[config.mk]
export PLATFORM = sky130hd
export DESIGN_NAME = mem_bus_arbiter
export DESIGN_NICKNAME = d
export VERILOG_FILES = /design/src/rtl/mem_bus_arbiter.sv
export SDC_FILE = /design/constraint.sdc
export NUM_CORES = 1
export LEC_CHECK = 0
export ABC_CLOCK_PERIOD_IN_PS = 5300
export BUFFER_PORTS_ARGS = -buffer_cell sky130_fd_sc_hd__clkbuf_2
export CAP_MARGIN = 5
export CORE_AREA = 3 3 119 121
export CTS_BUF_LIST = sky130_fd_sc_hd__clkbuf_4
export CTS_CLUSTER_SIZE = 8
export DETAILED_ROUTE_END_ITERATION = 6
export DIE_AREA = 0 0 122 124
export PLACE_DENSITY = 0.55
export SLEW_MARGIN = 25
export SYNTH_ARGS = -nofsm -noshare
export SYNTH_HDL_FRONTEND = slang
export SYNTH_SLANG_ARGS = --single-unit
[constraint.sdc]
create_clock -name clk -period 5.3 [get_ports clk]
set_clock_uncertainty 0.05 [all_clocks]
set_input_delay 1.06 -clock clk [delete_from_list [all_inputs] [get_ports clk]]
set_output_delay 1.06 -clock clk [all_outputs]
set_load 0.02 [all_outputs]
[src/rtl/mem_bus_arbiter.sv]
// Two-master valid/ready memory bus arbiter with a per-transaction slave watchdog.
// Latency: grant registered in IDLE, slave request next cycle, one IDLE cycle between transactions.
// Backpressure: losing master holds valid until served; a stalled slave is cut off after TIMEOUT_CYCLES.
module mem_bus_arbiter #(
  parameter int                ADDR_W         = 32,
  parameter int                DATA_W         = 32,
  parameter int                FIXED_PRIO     = 0,
  parameter int                TIMEOUT_CYCLES = 256,
  parameter logic [DATA_W-1:0] TIMEOUT_RDATA  = 32'hDEAD_BEEF
) (
  input  logic                clk,
  input  logic                resetn,
  input  logic                m0_valid,
  output logic                m0_ready,
  input  logic [ADDR_W-1:0]   m0_addr,
  input  logic [DATA_W-1:0]   m0_wdata,
  input  logic [DATA_W/8-1:0] m0_wstrb,
  output logic [DATA_W-1:0]   m0_rdata,
  input  logic                m1_valid,
  output logic                m1_ready,
  input  logic [ADDR_W-1:0]   m1_addr,
  input  logic [DATA_W-1:0]   m1_wdata,
  input  logic [DATA_W/8-1:0] m1_wstrb,
  output logic [DATA_W-1:0]   m1_rdata,
  output logic                s_valid,
  input  logic                s_ready,
  output logic [ADDR_W-1:0]   s_addr,
  output logic [DATA_W-1:0]   s_wdata,
  output logic [DATA_W/8-1:0] s_wstrb,
  output logic                s_we,
  input  logic [DATA_W-1:0]   s_rdata,
  output logic [1:0]          owner,
  output logic                timeout_err,
  input  logic                err_clr
);

  localparam int WD_W = (TIMEOUT_CYCLES > 0) ? $clog2(TIMEOUT_CYCLES + 1) : 1;
  localparam int WD_LAST_I = (TIMEOUT_CYCLES > 0) ? TIMEOUT_CYCLES - 1 : 0;
  localparam logic [WD_W-1:0] WD_LAST = WD_LAST_I[WD_W-1:0];

  typedef enum logic [1:0] {IDLE, BUSY_M0, BUSY_M1} state_t;

  state_t            state;
  logic              last_grant;  // 1 = m1 was served last
  logic [WD_W-1:0]   wd_cnt;
  logic              busy_m0, busy_m1;
  logic              req_vld, wd_exp, xfer_done, fin;
  logic              pick_m0;

  always_comb begin
    busy_m0   = (state == BUSY_M0);
    busy_m1   = (state == BUSY_M1);
    req_vld   = (busy_m0 & m0_valid) | (busy_m1 & m1_valid);
    // A same-cycle s_ready beats expiry, so the watchdog only fires on a stalled slave.
    wd_exp    = (TIMEOUT_CYCLES > 0) && req_vld && !s_ready && (wd_cnt == WD_LAST);
    s_valid   = req_vld & ~wd_exp;
    xfer_done = s_valid & s_ready;
    fin       = xfer_done | wd_exp;
    m0_ready  = busy_m0 & fin;
    m1_ready  = busy_m1 & fin;
    m0_rdata  = (busy_m0 && wd_exp) ? TIMEOUT_RDATA : s_rdata;
    m1_rdata  = (busy_m1 && wd_exp) ? TIMEOUT_RDATA : s_rdata;
    pick_m0   = m0_valid & (~m1_valid | (FIXED_PRIO != 0) | last_grant);
  end

  always_comb begin
    s_addr  = '0;
    s_wdata = '0;
    s_wstrb = '0;
    if (owner == 2'b01) begin
      s_addr  = m0_addr;
      s_wdata = m0_wdata;
      s_wstrb = m0_wstrb;
    end else if (owner == 2'b10) begin
      s_addr  = m1_addr;
      s_wdata = m1_wdata;
      s_wstrb = m1_wstrb;
    end
    s_we = |s_wstrb;
  end

  always_ff @(posedge clk or negedge resetn) begin
    if (!resetn) begin
      state       <= IDLE;
      owner       <= 2'b00;
      last_grant  <= 1'b1;
      wd_cnt      <= '0;
      timeout_err <= 1'b0;
    end else begin
      if (wd_exp)
        timeout_err <= 1'b1;
      else if (err_clr)
        timeout_err <= 1'b0;

      case (state)
        IDLE: begin
          if (pick_m0) begin
            state  <= BUSY_M0;
            owner  <= 2'b01;
            wd_cnt <= '0;
          end else if (m1_valid) begin
            state  <= BUSY_M1;
            owner  <= 2'b10;
            wd_cnt <= '0;
          end
        end
        BUSY_M0, BUSY_M1: begin
          if (fin) begin
            state      <= IDLE;
            owner      <= 2'b00;
            last_grant <= busy_m1;
          end else if (!req_vld) begin
            // Master abandoned the request: release the bus without touching fairness.
            state <= IDLE;
            owner <= 2'b00;
          end else if (!s_ready) begin
            wd_cnt <= wd_cnt + WD_W'(1);
          end
        end
        default: begin
          state <= IDLE;
          owner <= 2'b00;
        end
      endcase
    end
  end

endmodule

==> results of run 1 <==
[per-layer routing]
layer / up-vias / part of all wire / track usage
li1: 1500 / - / -
met1: 1455 / 0.44 / 0.221
met2: 162 / 0.47 / 0.244
met3: 4 / 0.091 / 0.0254
met4: 0 / 0.0021 / 0.00980
met5: - / 0 / 0
[flip-flops by register name (all words and copies together), names as in the netlist]
register and count:
wd_cnt 9, last_grant 1, state 2, timeout_err 1
[worst min path at each step]
stage / from / endpoint / slack, ns / cells past startpoint
2_1_floorplan: wd_cnt[6] / wd_cnt[6] / 0.41 / 1
5_1_grt: wd_cnt[8] / wd_cnt[8] / 0.48 / 1
3_3_place_gp: wd_cnt[8] / wd_cnt[8] / 0.43 / 1
3_5_place_dp: wd_cnt[8] / wd_cnt[8] / 0.44 / 1
6_report: wd_cnt[8] / wd_cnt[8] / 0.45 / 1
4_1_cts: wd_cnt[8] / wd_cnt[8] / 0.46 / 1
[per-stage QoR]
stage / power, W / hold slack, ns / utilization
4_1_cts: 0.00163 / 0.455 / 0.279
2_1_floorplan: 0.00108 / 0.406 / -
5_1_grt: 0.00172 / 0.476 / 0.279
3_3_place_gp: 0.00156 / 0.426 / 0.276
3_5_place_dp: 0.00155 / 0.435 / 0.276
6_report: 0.00162 / 0.449 / 0.279
[logic make-up (layout without fill, tap and decap cells)]
group	Yosys count	after routing	synth area share
AOI/OAI and AO/OA	92	92	0.385
adders and majority gates	5	5	0.0319
DFF	13	13	0.167
muxes	3	3	0.0166
and+or+nand+nor	98	98	0.310
buffers and inverters	31	327	0.0804
xor gates and xnor gates	2	2	0.00894
[worst register-to-register path, cell delays in order, from the launching register on]
cell and delay, ns:
dfrtp_1 0.42, and3_1 0.26, and3_1 0.21, and3_1 0.18, ha_1 0.21, nor2_1 0.32, nand2_1 0.12, a21o_1 0.22
mux2_2 0.27
[synthesized netlist by cell type, types with 3 or more instances]
library cell | count | share of area
a22o_1 | 71 | 0.32
or2_2 | 44 | 0.14
nor2b_1 | 16 | 0.051
buf_2 | 15 | 0.038
dfrtp_1 | 12 | 0.15
nand2_1 | 8 | 0.015
inv_1 | 7 | 0.013
a21oi_1 | 6 | 0.015
nand3_1 | 6 | 0.015
and3_1 | 5 | 0.016
clkbuf_1 | 5 | 0.0096
ha_1 | 5 | 0.032
and2_1 | 4 | 0.013
or2_1 | 4 | 0.013
o21ai_0 | 3 | 0.0077
o22ai_1 | 3 | 0.0096
[layout make-up]
class / instances / area (um^2) / share of cell area
repair buffers: 316 / 1590 / 0.433
multi-input cells: 200 / 1480 / 0.403
flip-flops and latches: 13 / 327 / 0.0889
well taps: 176 / 220 / 0.0599
clock buffers: 4 / 30.0 / 0.00817
inverters: 7 / 26.3 / 0.00715
[report_power, final]
group | internal [W] | switching (W) | leakage [nW]
logic | 0.000497 | 0.000926 | 2.00
registers | 0.000115 | 0.0000114 | 0.176
clock network | 0.0000343 | 0.0000346 | 0.0184
==> impl_metrics.toml, run 1 <==
[clock_network]
cts_max_level = 1
post_cts_resize_count = 0
cts_made_buffers = 3
tritoncts = "yes"
clk_path_buf_depth = 2
post_cts_buffers = 0
holdBufCountCts = 0
cts_sinks = 13
clk_latency_ns = 0.28
clkTransAtPathRegs_ns = 0.08
clockRootBuffer = "clkbuf_4"

[outcome]
outcome = "complete, no violations"

[sta]
fin_crit_sh = 0.707
finalSetupViolations = 0
max_slew_margin = 0.551
period_needed_ns = 3.74
setup_tns_ns = 0
fmax_mhz = 267
hold_viol = 0
fin_ws_ns = 1.56
slew_violations = 0
worst_slew_pin_slew_ns = 0.674
rsz0062_at_grt = "no"

[critical_path]
cp-start-kind = "flop"
cp.depth = 7
arrival_ns = 2.63
cp_max_fo = 67
path_buf_inv = 3
reg2reg_slack_ns = 2.94
critPathKind = "flop to output pin"
cp_cell_sequence = "inv_1, ha_2, nor2b_4, buf_4, a22o_1, or4_1, clkbuf_2"
cp-startpoint = "state[1]"
path_delay_family = "simple AND/OR/NAND/NOR gates"
worstReg2RegStart = "wd_cnt[3]"
crit_slowest_cell = "or4_1"
r2r_end = "wd_cnt[0]"
cp-endpoint = "s_we"
cp-end-kind = "output pin"
worstRegToRegCells = 8
cpPeakStageDelay_ns = 0.57
critPathRequiredTime_ns = 4.19

[layout]
syn_to_final_growth_pct = 87.4
mostFrequentLayoutCells = "clkbuf_2 (312), a22o_1 (71), or2_2 (44), nor2b_1 (16), dfrtp_1 (12)"
final_cells = 716
drive_gt1_frac = 0.689
nFillCells = 1463
nets = 720
layout_commonest_cell = "clkbuf_2"
design_area_um2 = 3670
num_antenna_cells = 0

[power]
p_per_area_nw_per_um2 = 441
leakagePower_nw = 2.20
ir_worst_vdd_mv = 0.219

[floorplan]
ios = 313
num_rows = 42
fp.dieH_um = 124
die_w_um = 122
core_area_um2 = 13200
start_util = 0.149
dieArea_um2 = 15100

[run]
cap_violations = 0

[logic_synthesis]
synth_nets = 423
synth_seq_cells = 13
ys_seq_area_frac = 0.167
syn_area_per_cell_um2 = 8.04
ys.flop_type = "dfrtp_1"
yosys_warnings = 0
syn-instance-count = 244
syn-cell-area_um2 = 1960
synth_edf_count = 0
synthArstFlopShare = 1.00
synth_cell_types = 37

[routing]
dr.pass1.iters = 4
routedWlPerCell_um = 18.2
vias_per_cell = 4.36
ant_nets = 0
via_count = 3121
wl_um = 13000
drc = 0
detail_route.iter0.violations = 163

[placement]
port_buffers = 312
dp_slack_ns = 1.82
dp_cells = 712
dp.final_hpwl_um = 11200
gp_congestion = 0.876
place_area_um2 = 3640

[grt]
grtUsageTotal = 0.151
antenna_found_initial = 0
grt_pass1_vias = 2784
grt_pass1_wl_um = 17400
grt_max_degree = 68
grt.overflow.total = 0

[min_path]
hold_path.class = "flop to flop"
Power figures use the tool's default switching activity.
==> run 2: changes to the inputs <==
ABC_CLOCK_PERIOD_IN_PS = 3100   (was 5300)
PLACE_DENSITY = 0.57   (was 0.55)
clock period = 3.1 ns   (was 5.3 ns; I/O delays follow)
==> impl_metrics.toml, run 2 (synthesis results as in run 1) <==
[outcome]
outcome = "complete, no violations"

[critical_path]
critPathRequiredTime_ns = 2.43
reg2reg_slack_ns = 0.82
critPathKind = "flop to output pin"
r2r_end = "wd_cnt[0]"
cp-endpoint = "m0_rdata[9]"
cp-startpoint = "wd_cnt[3]"
arrival_ns = 2.30
cp_max_fo = 32
worstReg2RegStart = "wd_cnt[3]"
cp-end-kind = "output pin"
cp-start-kind = "flop"
worstRegToRegCells = 9

[floorplan]
die_w_um = 122
core_area_um2 = 13200
dieArea_um2 = 15100
start_util = 0.149
fp.dieH_um = 124
ios = 313
num_rows = 42

[clock_network]
clkTransAtPathRegs_ns = 0.09
clk_latency_ns = 0.29
clk_path_buf_depth = 2
tritoncts = "yes"
holdBufCountCts = 0
cts_sinks = 13
cts_made_buffers = 3
cts_max_level = 1
clockRootBuffer = "clkbuf_4"

[grt]
grt_pass1_wl_um = 16900
grt_max_degree = 59
grt_pass1_vias = 2642
grtUsageTotal = 0.151
antenna_found_initial = 4
grt.overflow.total = 0

[placement]
dp.final_hpwl_um = 11400
port_buffers = 312
dp_slack_ns = 0.363
place_area_um2 = 3710
gp_congestion = 0.912

[sta]
fin_ws_ns = 0.132
slew_violations = 0
max_slew_margin = 0.621
hold_viol = 0
fmax_mhz = 337
finalSetupViolations = 0
fin_crit_sh = 0.957
period_needed_ns = 2.97
worst_slew_pin_slew_ns = 0.569
rsz0062_at_grt = "yes"

[routing]
via_count = 3071
vias_per_cell = 4.25
ant_nets = 0
drc = 0
dr.pass1.iters = 4
routedWlPerCell_um = 18.0
detail_route.iter0.violations = 134
wl_um = 13000

[run]
cap_violations = 0

[min_path]
hold_path.class = "input port to async pin"

[power]
p_per_area_nw_per_um2 = 767
ir_worst_vdd_mv = 0.498
leakagePower_nw = 2.25

[layout]
reg_top3 = "wd_cnt x9, state x2"
layout_commonest_cell = "clkbuf_2"
design_area_um2 = 3790
drive_gt1_frac = 0.700
mostFrequentLayoutCells = "clkbuf_2 (312), a22o_1 (71), or2_2 (44), nor2b_1 (16), dfrtp_1 (12)"
largest_register_ff_count = 9
num_antenna_cells = 0
multiInputGateArea_um2 = 1510
nFillCells = 1437
final-seq-area_um2 = 327
syn_to_final_growth_pct = 93.1
top_register = "wd_cnt"
nets = 726
run 2: layout make-up:
type | count | share of cell area
Sequential cell | 13 | 0.0863
Inverter | 7 | 0.00694
Multi-Input combinational cell | 200 | 0.399
Tap cell | 176 | 0.0582
Clock buffer | 4 | 0.00793
Timing Repair Buffer | 322 | 0.442
run 2: timing repair:
item / in CTS / in global routing
buffers inserted: 0 / 2
setup endpoints to repair: 0 / 70
endpoints found under the hold margin: 0 / 0
resized for setup: 0 / 6
run 2: worst min-delay path by stage:
stage	slack, ns	endpoint	cells after the start	start
6_report	0.16	timeout_err	1	resetn
5_1_grt	0.18	wd_cnt[5]	1	resetn
4_1_cts	0.17	timeout_err	1	resetn
3_5_place_dp	0.44	wd_cnt[8]	1	wd_cnt[8]
3_3_place_gp	0.43	wd_cnt[8]	1	wd_cnt[8]
2_1_floorplan	0.27	state[0]	0	resetn
run 2: routing by layer:
layer | track usage | share of wire | vias up
met5 | 0 | 0.0037 | -
met4 | 0.0343 | 0.019 | 8
met3 | 0.0477 | 0.099 | 18
met2 | 0.235 | 0.46 | 148
met1 | 0.204 | 0.42 | 1382
li1 | - | - | 1515
run 2: where the power goes:
group / leakage (nW) / switching (W) / total [W] / internal (W)
Sequential: 0.176 / 0.0000241 / 0.000220 / 0.000196
Combinational: 2.05 / 0.00166 / 0.00257 / 0.000903
Clock: 0.0184 / 0.0000588 / 0.000118 / 0.0000588
run 2: through the flow:
step / TNS (ns) / util / total power, W / instances / hold WS, ns
2_1_floorplan: 0 / - / 0.00184 / 244 / 0.274
3_3_place_gp: 0 / 0.281 / 0.00278 / 716 / 0.429
3_5_place_dp: 0 / 0.281 / 0.00277 / 716 / 0.438
4_1_cts: 0 / 0.284 / 0.00290 / 720 / 0.171
5_1_grt: -0.0816 / 0.287 / 0.00309 / 722 / 0.175
6_report: 0 / 0.287 / 0.00290 / 722 / 0.165
run 2: worst max-delay path: stages (launching register included):
cell,delay (ns)
dfrtp_1,0.41
and3_2,0.25
and3_1,0.19
and3_1,0.18
ha_2,0.20
nand2b_4,0.10
nor3b_2,0.06
buf_12,0.16
or2_2,0.28
clkbuf_2,0.16
==> run 3: changes to the inputs <==
ABC_CLOCK_PERIOD_IN_PS = 2960   (was 3100)
CORE_AREA = 3 3 120 122   (was 3 3 119 121)
DIE_AREA = 0 0 123 125   (was 0 0 122 124)
PLACE_DENSITY = 0.55   (was 0.57)
clock period = 2.96 ns   (was 3.1 ns; I/O delays follow)
==> impl_metrics.toml, run 3 (synthesis results as in run 1) <==
[outcome]
outcome = "complete, no violations"

[clock_network]
cts_max_level = 1
cts_made_buffers = 3
clk_path_buf_depth = 2
clockRootBuffer = "clkbuf_4"
clk_latency_ns = 0.28
tritoncts = "yes"
clkTransAtPathRegs_ns = 0.08
cts_sinks = 13

[critical_path]
worstReg2RegStart = "wd_cnt[4]"
critPathKind = "flop to output pin"
arrival_ns = 2.27
cp-startpoint = "wd_cnt[4]"
cp-start-kind = "flop"
cp_max_fo = 8
critPathRequiredTime_ns = 2.32
cp-end-kind = "output pin"

[routing]
drc = 0
via_count = 3163
ant_nets = 0
dr.pass1.iters = 4
vias_per_cell = 4.31
wl_um = 13500
detail_route.iter0.violations = 132
routedWlPerCell_um = 18.3

[layout]
post-route-util = 0.308
top_register = "wd_cnt"
drive_gt1_frac = 0.709
largest_register_ff_count = 9
final_cells = 734
nets = 736
layout_commonest_cell = "clkbuf_2"
design_area_um2 = 4090
syn_to_final_growth_pct = 109
mostFrequentLayoutCells = "clkbuf_2 (290), a22o_1 (71), or2_2 (28), buf_6 (22)"
reg_top3 = "wd_cnt x9, state x2"

[placement]
dp.final_hpwl_um = 11000
dp_slack_ns = 0.257
port_buffers = 312
dp_cells = 718
gp_congestion = 0.886
place_area_um2 = 3710

[grt]
grtUsageTotal = 0.146
grt_max_degree = 41
grt.overflow.total = 0
grt_pass1_wl_um = 17300
grt_pass1_vias = 2809
antenna_found_initial = 2

[power]
p_per_area_nw_per_um2 = 732
leakagePower_nw = 2.34
ir_worst_vdd_mv = 0.330

[sta]
setup_tns_ns = 0
fin_ws_ns = 0.0500
rsz0062_at_grt = "yes"
finalSetupViolations = 0
fin_crit_sh = 0.983
worst_slew_pin_slew_ns = 0.547
slew_violations = 0
fmax_mhz = 344
max_slew_margin = 0.635
period_needed_ns = 2.91
hold_viol = 0

[floorplan]
start_util = 0.147
num_rows = 42
die_w_um = 123
dieArea_um2 = 15400
fp.dieH_um = 125
ios = 313
core_area_um2 = 13300

[run]
cap_violations = 0

[min_path]
hold_path.class = "input port to async pin"
==> run 3: changes by cell type in the layout (fill, tap and decap cells not counted), sizes merged <==
cell	previous run	this run
buf	10	40
clkbuf	316	296
diode	0	2
==> run 3: where the power goes <==
part	total (W)	leakage (nW)	switching, W	internal, W
Sequential	0.000233	0.176	0.0000279	0.000205
Clock	0.000123	0.0184	0.0000611	0.0000615
Combinational	0.00264	2.15	0.00167	0.000970
Total	0.00299	2.34	0.00176	0.00124
==> run 3: final cells by class <==
| class | count | area [um^2] |
|---|---|---|
| inverter | 7 | 26.3 |
| fill | 1440 | 9210 |
| clock buffer | 4 | 30.0 |
| tap | 176 | 220 |
| timing repair buffer | 332 | 1900 |
| multi-input combinational | 200 | 1580 |
| antenna | 2 | 5.00 |
| sequential | 13 | 327 |
==> run 3: repair_timing <==
item	4_1_cts	5_1_grt
cloned	0	3
setup buffers	1	6
hold buffers	0	0
pin swaps	0	4
gates resized for setup	2	85
endpoints found under the setup margin	45	89
==> run 3: per-layer routing <==
metal | wire length [um] | vias to the layer above | global-route usage
li1 | - | 1541 | -
met2 | 6540 | 135 | 0.243
met3 | 1190 | 14 | 0.0325
met4 | 154 | 2 | 0.0176
met5 | 13 | - | 0
met1 | 5560 | 1471 | 0.197
==> run 3: critical path: stages, from the launching register on <==
cell and delay (ns):
dfrtp_1 0.42, and3_4 0.20, and3_4 0.17, and3_4 0.18
ha_4 0.16, nand2b_4 0.09, nor3b_4 0.06, buf_6 0.14
buf_12 0.13, or2_2 0.27, clkbuf_2 0.16
==> run 3: path summary, 6_finish.rpt <==
check                                    to  slack, ns  cells after the start
min in group clk                  wd_cnt[8]       0.45                      1
worst max register to register    wd_cnt[0]       0.71                     10
worst max-delay path            m0_rdata[5]       0.05                     10
max in group asynchronous        last_grant       2.42                      1
worst min register to register    wd_cnt[8]       0.45                      1
worst min-delay path              wd_cnt[1]       0.15                      1
==> run 3: per-stage QoR <==
stage,power (W),hold slack [ns]
after global placement,0.00284,0.425
after detailed placement,0.00283,0.428
final,0.00299,0.147
after CTS,0.00298,0.163
after floorplan,0.00193,0.246
after global routing,0.00320,0.154
